===== src/rtl/sr_cmd_pkg.sv =====
// sr_cmd_pkg: shared types and constants for the SR flip-flop command front end.
package sr_cmd_pkg;

    typedef enum logic {IDLE, LOCK} state_t;

    localparam int DB_CYCLES_DEF = 4;
    localparam int LOCKOUT_DEF   = 8;
    localparam int CNT_W         = 8;

endpackage


===== src/rtl/debounce_ch.sv =====
// debounce_ch: one button channel -- two-flop synchroniser, debounce, rise detect.
//   clk, rst_n : clock, async active-low reset
//   din        : raw asynchronous button input
//   lvl        : debounced level
//   rise       : combinational rising-edge flag of lvl
module debounce_ch
    import sr_cmd_pkg::*;
#(
    parameter int DB_CYCLES = DB_CYCLES_DEF
) (
    input  logic clk,
    input  logic rst_n,
    input  logic din,
    output logic lvl,
    output logic rise
);

    localparam logic [CNT_W-1:0] DB_LAST = CNT_W'(DB_CYCLES - 1);

    logic             sync1, sync2, lvl_q;
    logic [CNT_W-1:0] cnt;

    // Any sample agreeing with the current level restarts the stability count.
    always_ff @(posedge clk or negedge rst_n) begin
        if (!rst_n) begin
            sync1 <= 1'b0;
            sync2 <= 1'b0;
            cnt   <= '0;
            lvl   <= 1'b0;
            lvl_q <= 1'b0;
        end else begin
            sync1 <= din;
            sync2 <= sync1;
            lvl_q <= lvl;
            if (sync2 == lvl) begin
                cnt <= '0;
            end else if (cnt == DB_LAST) begin
                lvl <= sync2;
                cnt <= '0;
            end else begin
                cnt <= cnt + 1'b1;
            end
        end
    end

    assign rise = lvl & ~lvl_q;

endmodule


===== src/rtl/sr_cmd_gen.sv =====
// sr_cmd_gen: debounced set/clear buttons arbitrated into single-cycle s/r pulses.
//   clk, rst_n       : clock, async active-low reset
//   set_in, clr_in   : raw asynchronous buttons
//   s, r             : registered one-cycle command pulses
//   set_lvl, clr_lvl : debounced levels
//   conflict         : both edges in one IDLE cycle (set wins)
//   drop             : an edge was discarded during lockout
module sr_cmd_gen
    import sr_cmd_pkg::*;
#(
    parameter int DB_CYCLES = DB_CYCLES_DEF,
    parameter int LOCKOUT   = LOCKOUT_DEF
) (
    input  logic clk,
    input  logic rst_n,
    input  logic set_in,
    input  logic clr_in,
    output logic s,
    output logic r,
    output logic set_lvl,
    output logic clr_lvl,
    output logic conflict,
    output logic drop
);

    localparam logic [CNT_W-1:0] LOCK_LAST = CNT_W'(LOCKOUT - 1);

    logic             set_rise, clr_rise, any_rise;
    state_t           state, state_nxt;
    logic [CNT_W-1:0] lock_cnt, lock_cnt_nxt;
    logic             s_nxt, r_nxt, conflict_nxt, drop_nxt;

    debounce_ch #(.DB_CYCLES(DB_CYCLES)) u_set (
        .clk  (clk),
        .rst_n(rst_n),
        .din  (set_in),
        .lvl  (set_lvl),
        .rise (set_rise)
    );

    debounce_ch #(.DB_CYCLES(DB_CYCLES)) u_clr (
        .clk  (clk),
        .rst_n(rst_n),
        .din  (clr_in),
        .lvl  (clr_lvl),
        .rise (clr_rise)
    );

    assign any_rise = set_rise | clr_rise;

    always_ff @(posedge clk or negedge rst_n) begin
        if (!rst_n) begin
            state    <= IDLE;
            lock_cnt <= '0;
            s        <= 1'b0;
            r        <= 1'b0;
            conflict <= 1'b0;
            drop     <= 1'b0;
        end else begin
            state    <= state_nxt;
            lock_cnt <= lock_cnt_nxt;
            s        <= s_nxt;
            r        <= r_nxt;
            conflict <= conflict_nxt;
            drop     <= drop_nxt;
        end
    end

    // Set has priority over clear, mirroring the flip-flop; edges in LOCK are lost.
    always_comb begin
        state_nxt    = state;
        lock_cnt_nxt = '0;
        s_nxt        = 1'b0;
        r_nxt        = 1'b0;
        conflict_nxt = 1'b0;
        drop_nxt     = 1'b0;
        if (state == IDLE) begin
            state_nxt    = any_rise ? LOCK : IDLE;
            s_nxt        = set_rise;
            r_nxt        = clr_rise & ~set_rise;
            conflict_nxt = set_rise & clr_rise;
        end else begin
            drop_nxt     = any_rise;
            state_nxt    = (lock_cnt == LOCK_LAST) ? IDLE : LOCK;
            lock_cnt_nxt = (lock_cnt == LOCK_LAST) ? '0 : lock_cnt + 1'b1;
        end
    end

endmodule


===== config.mk =====
export PLATFORM = sky130hd
export DESIGN_NAME = sr_cmd_gen
export DESIGN_NICKNAME = d
export VERILOG_FILES = /design/src/rtl/sr_cmd_pkg.sv /design/src/rtl/debounce_ch.sv /design/src/rtl/sr_cmd_gen.sv
export SDC_FILE = /design/constraint.sdc
export NUM_CORES = 1
export LEC_CHECK = 0
export ABC_AREA = 1
export BUFFER_PORTS_ARGS = -buffer_cell sky130_fd_sc_hd__buf_2
export CAP_MARGIN = 25
export CELL_PAD_IN_SITES_DETAIL_PLACEMENT = 0
export CELL_PAD_IN_SITES_GLOBAL_PLACEMENT = 1
export CORE_MARGIN = 5
export CORE_UTILIZATION = 34
export DETAILED_ROUTE_END_ITERATION = 10
export HOLD_SLACK_MARGIN = 0.12
export PLACE_DENSITY_LB_ADDON = 0.1
export SETUP_SLACK_MARGIN = 0.3
export SLEW_MARGIN = 10
export SYNTH_ARGS = -nofsm -noshare
export SYNTH_HDL_FRONTEND = slang
export SYNTH_SLANG_ARGS = --single-unit

===== constraint.sdc =====
create_clock -name clk -period 3.4 [get_ports clk]
set_input_delay 0.68 -clock clk [delete_from_list [all_inputs] [get_ports clk]]
set_output_delay 0.68 -clock clk [all_outputs]
set_load 0.03 [all_outputs]

==> metrics.json <==
{
  "global_routing": {
    "groute.layer.met2.usage_pct": 18.06,
    "vias_in_the_first_global_route": 1246,
    "grt_start_max_net_pins": 38,
    "globalRoute.busiestLayer": "met2",
    "grt_overflow_total": 0,
    "grt_first_pass_wirelength_mm": 5.457,
    "use_met1_pct": 13.15,
    "groute.layer.met3.usage_pct": 4.435,
    "global_router_s_overall_resource_usage_pct": 11.01,
    "grt_antenna_before_repair": 0
  },
  "die": {
    "fp.dieH_um": 81.01,
    "top_level_pins": 10,
    "total_die_area_um2": 6562,
    "row_count": 25,
    "die_w_um": 81.01,
    "fp.coreArea_um2": 4817,
    "initial_utilization_pct": 35.58
  },
  "clock_network": {
    "clockRootBuffer": "sky130_fd_sc_hd__clkbuf_8",
    "tritoncts": "done",
    "post_cts_hold_buffer_count": 0,
    "numClockSinks": 37,
    "clock_latency_ns": 0.28,
    "cts-resized-gates": 0,
    "htreeDepth": 2,
    "post-cts-setup-buffers": 0,
    "clock_path_buffers": 2,
    "total_clock_buffers_created_by_cts": 5,
    "cts.reportedPaths.clkPinSlew_ns": 0.07
  },
  "logic_synthesis": {
    "post_synth_main_area_contributors": "sky130_fd_sc_hd__dfrtp_1, sky130_fd_sc_hd__nand2_1, sky130_fd_sc_hd__inv_1",
    "synth_cells": 203,
    "syn-num-nets": 213,
    "syn_area_um2": 1714,
    "synth.largest_area_cell": "sky130_fd_sc_hd__dfrtp_1",
    "synthDistinctLibCells": 16,
    "seq_area_frac_synth_pct": 54.01,
    "synth-xor-area-share_pct": 4.088,
    "synth-seq-cells": 37,
    "synth_compound_area_share_pct": 2.628,
    "synth.avg_cell_area_um2": 8.444,
    "dominant_combinational_cell_family_by_area_after_synthesis": "simple AND/OR/NAND/NOR gates",
    "synth_top_cell_area_share_pct": 54.01,
    "synth_adder_area_share_pct": 4.380,
    "mux_cell_area_share_after_synthesis_pct": 0,
    "yosys_warnings": 0,
    "basic_gate_share_of_the_synthesized_area_counting_and_or_nand_and_nor_cells_pct": 27.88
  },
  "detailed_routing": {
    "post_drt_via_cell_ratio": 4.366,
    "dr.pass1.iters": 4,
    "detailedRoute.firstIterationViolations": 34,
    "finalWirelength_mm": 3.111,
    "drc": 0,
    "vias": 1253,
    "antenna_left": 0,
    "avgRoutedWirePerCell_um": 10.84
  },
  "worst_setup_path": {
    "crit_path_max_delay_family": "flip-flops",
    "crit_start": "u_set.lvl",
    "crit_path_max_delay_cell_type": "sky130_fd_sc_hd__dfrtp_1",
    "crit_required_ns": 2.72,
    "regToRegEndpoint": "u_set.cnt[5]",
    "crit_cells": 1,
    "worst_reg_to_reg_path_cell_count": 6,
    "critPathArrivalTime_ns": 0.94,
    "max_stage_delay_ns": 0.43,
    "critical_path.n_buffers_inverters": 1,
    "startpoint_type": "register",
    "worstReg2RegStart": "u_set.cnt[0]",
    "crit_path_max_fanout": 5,
    "worstPathCellList": "buf_2",
    "end_kind": "output pin",
    "setup.reg_to_reg.worst_slack_ns": 2.10,
    "crit_type": "reg -> out"
  },
  "placed_design": {
    "dpl.hpwl_mm": 2.275,
    "place.gp.congestion": 0.7326,
    "placedCellCount": 279,
    "io_buffers": 9
  },
  "sta": {
    "grt_setup_unrepaired": "false",
    "tns_ns": 0,
    "maxClockFrequency_ghz": 0.6166,
    "worst_slew_margin_rel_pct": 45.65,
    "final_count_of_negative_setup_slack_endpoints": 0,
    "timing.final.crit_period_ns": 1.622,
    "tightest_slew_ns": 0.8152,
    "final_count_of_pins_violating_max_slew": 0,
    "timing.final.crit_share_pct": 47.70,
    "hold_slack_ns": 0.3545,
    "fin_skew_ns": 0.005998,
    "hold_viol_final": 0
  },
  "cells_and_area": {
    "antenna_cells_inserted": 0,
    "biggest_regs": "lock_cnt x8, u_clr.cnt x8, u_set.cnt x8",
    "fillers": 528,
    "area_growth_syn_to_layout_pct": 12.34,
    "multi_input_area_um2": 668.1,
    "share_of_post_route_cells_with_drive_strength_above_1_pct": 10.45,
    "final_core_util_pct": 39.97,
    "design.final.nets": 229,
    "seqCellArea_um2": 925.9,
    "instances_no_fill": 287
  },
  "worst_hold_path": {
    "worst_hold_path.num_cells": 0,
    "min_delay_worst_endpoint": "u_clr.sync2",
    "min-delay-start": "u_clr.sync1",
    "hold_path_class": "reg -> reg"
  },
  "outcome": {
    "outcome": "finished, final reports clean"
  },
  "power_and_ir_drop": {
    "power_per_cell_area_nw_per_um2": 637.9,
    "ir_worst_vdd_mv": 0.2453,
    "power.static_leakage_nw": 0.9506
  },
  "job": {
    "number_of_max_cap_violations": 0
  }
}
-- per-stage QoR --
stage	area, um^2	setup slack (ns)	power (W)
after floorplan	1714	2.184	0.0008512
after global placement	1843	2.047	0.0009430
after detailed placement	1843	2.011	0.0009537
after CTS	1926	1.770	0.001251
after global routing	1926	1.727	0.001340
final	1926	1.778	0.001228
-- cell families after synthesis --
logic type               after synthesis
AO/OA/AOI/OAI                          9
XOR/XNOR                               8
flip-flops                            37
buffers and inverters                 32
AND/OR/NAND/NOR                      111
adder cells (fa/ha/maj)                6
-- power breakdown --
part           internal (W)  switching (W)
Combinational      0.000104       0.000217
Clock              0.000142       0.000147
Sequential         0.000528      0.0000902
Total              0.000774       0.000454
-- synthesized netlist by cell type --
cell type / number
sky130_fd_sc_hd__nand2_1: 51
sky130_fd_sc_hd__dfrtp_1: 37
sky130_fd_sc_hd__inv_1: 32
sky130_fd_sc_hd__nor2_1: 32
sky130_fd_sc_hd__nand3_1: 13
sky130_fd_sc_hd__ha_1: 6
sky130_fd_sc_hd__a21oi_1: 5
sky130_fd_sc_hd__nand2_2: 4
sky130_fd_sc_hd__nor3_1: 4
sky130_fd_sc_hd__o21ai_0: 4
sky130_fd_sc_hd__xnor2_1: 4
sky130_fd_sc_hd__xor2_1: 4
sky130_fd_sc_hd__nand4_1: 2
sky130_fd_sc_hd__nor2_4: 2
sky130_fd_sc_hd__nor3b_1: 2
sky130_fd_sc_hd__nor2_2: 1
-- cells in the final DEF, fill, tap and decap left out, types with 5 or more instances in the layout --
master	count
sky130_fd_sc_hd__buf_2	9
sky130_fd_sc_hd__nand2_1	51
sky130_fd_sc_hd__nor2_1	32
sky130_fd_sc_hd__clkbuf_8	5
sky130_fd_sc_hd__a21oi_1	5
sky130_fd_sc_hd__nand3_1	13
sky130_fd_sc_hd__dfrtp_1	37
sky130_fd_sc_hd__ha_1	6
sky130_fd_sc_hd__inv_1	32
-- how the worst max path moves through the flow --
stage	endpoint	slack (ns)
finish	set_lvl	1.78
global route	set_lvl	1.73
CTS	set_lvl	1.77
detailed placement	u_set.cnt[1]	2.01
global placement	u_set.cnt[0]	2.05
floorplan	clr_lvl	2.18
-- layout make-up --
class / count / area share [%]
clock inverter: 2 / 0.5198
sequential: 37 / 48.08
multi-input combinational: 134 / 34.70
timing repair buffer: 9 / 2.339
clock buffer: 6 / 3.769
inverter: 32 / 6.238
tap: 67 / 4.353
-- routing by layer --
layer,share of wire (%),vias up
met5,0,-
met4,1.4,0
met3,3.8,5
met2,48,15
met1,47,586
li1,-,647
No activity file was read; power rests on OpenSTA's default activity.
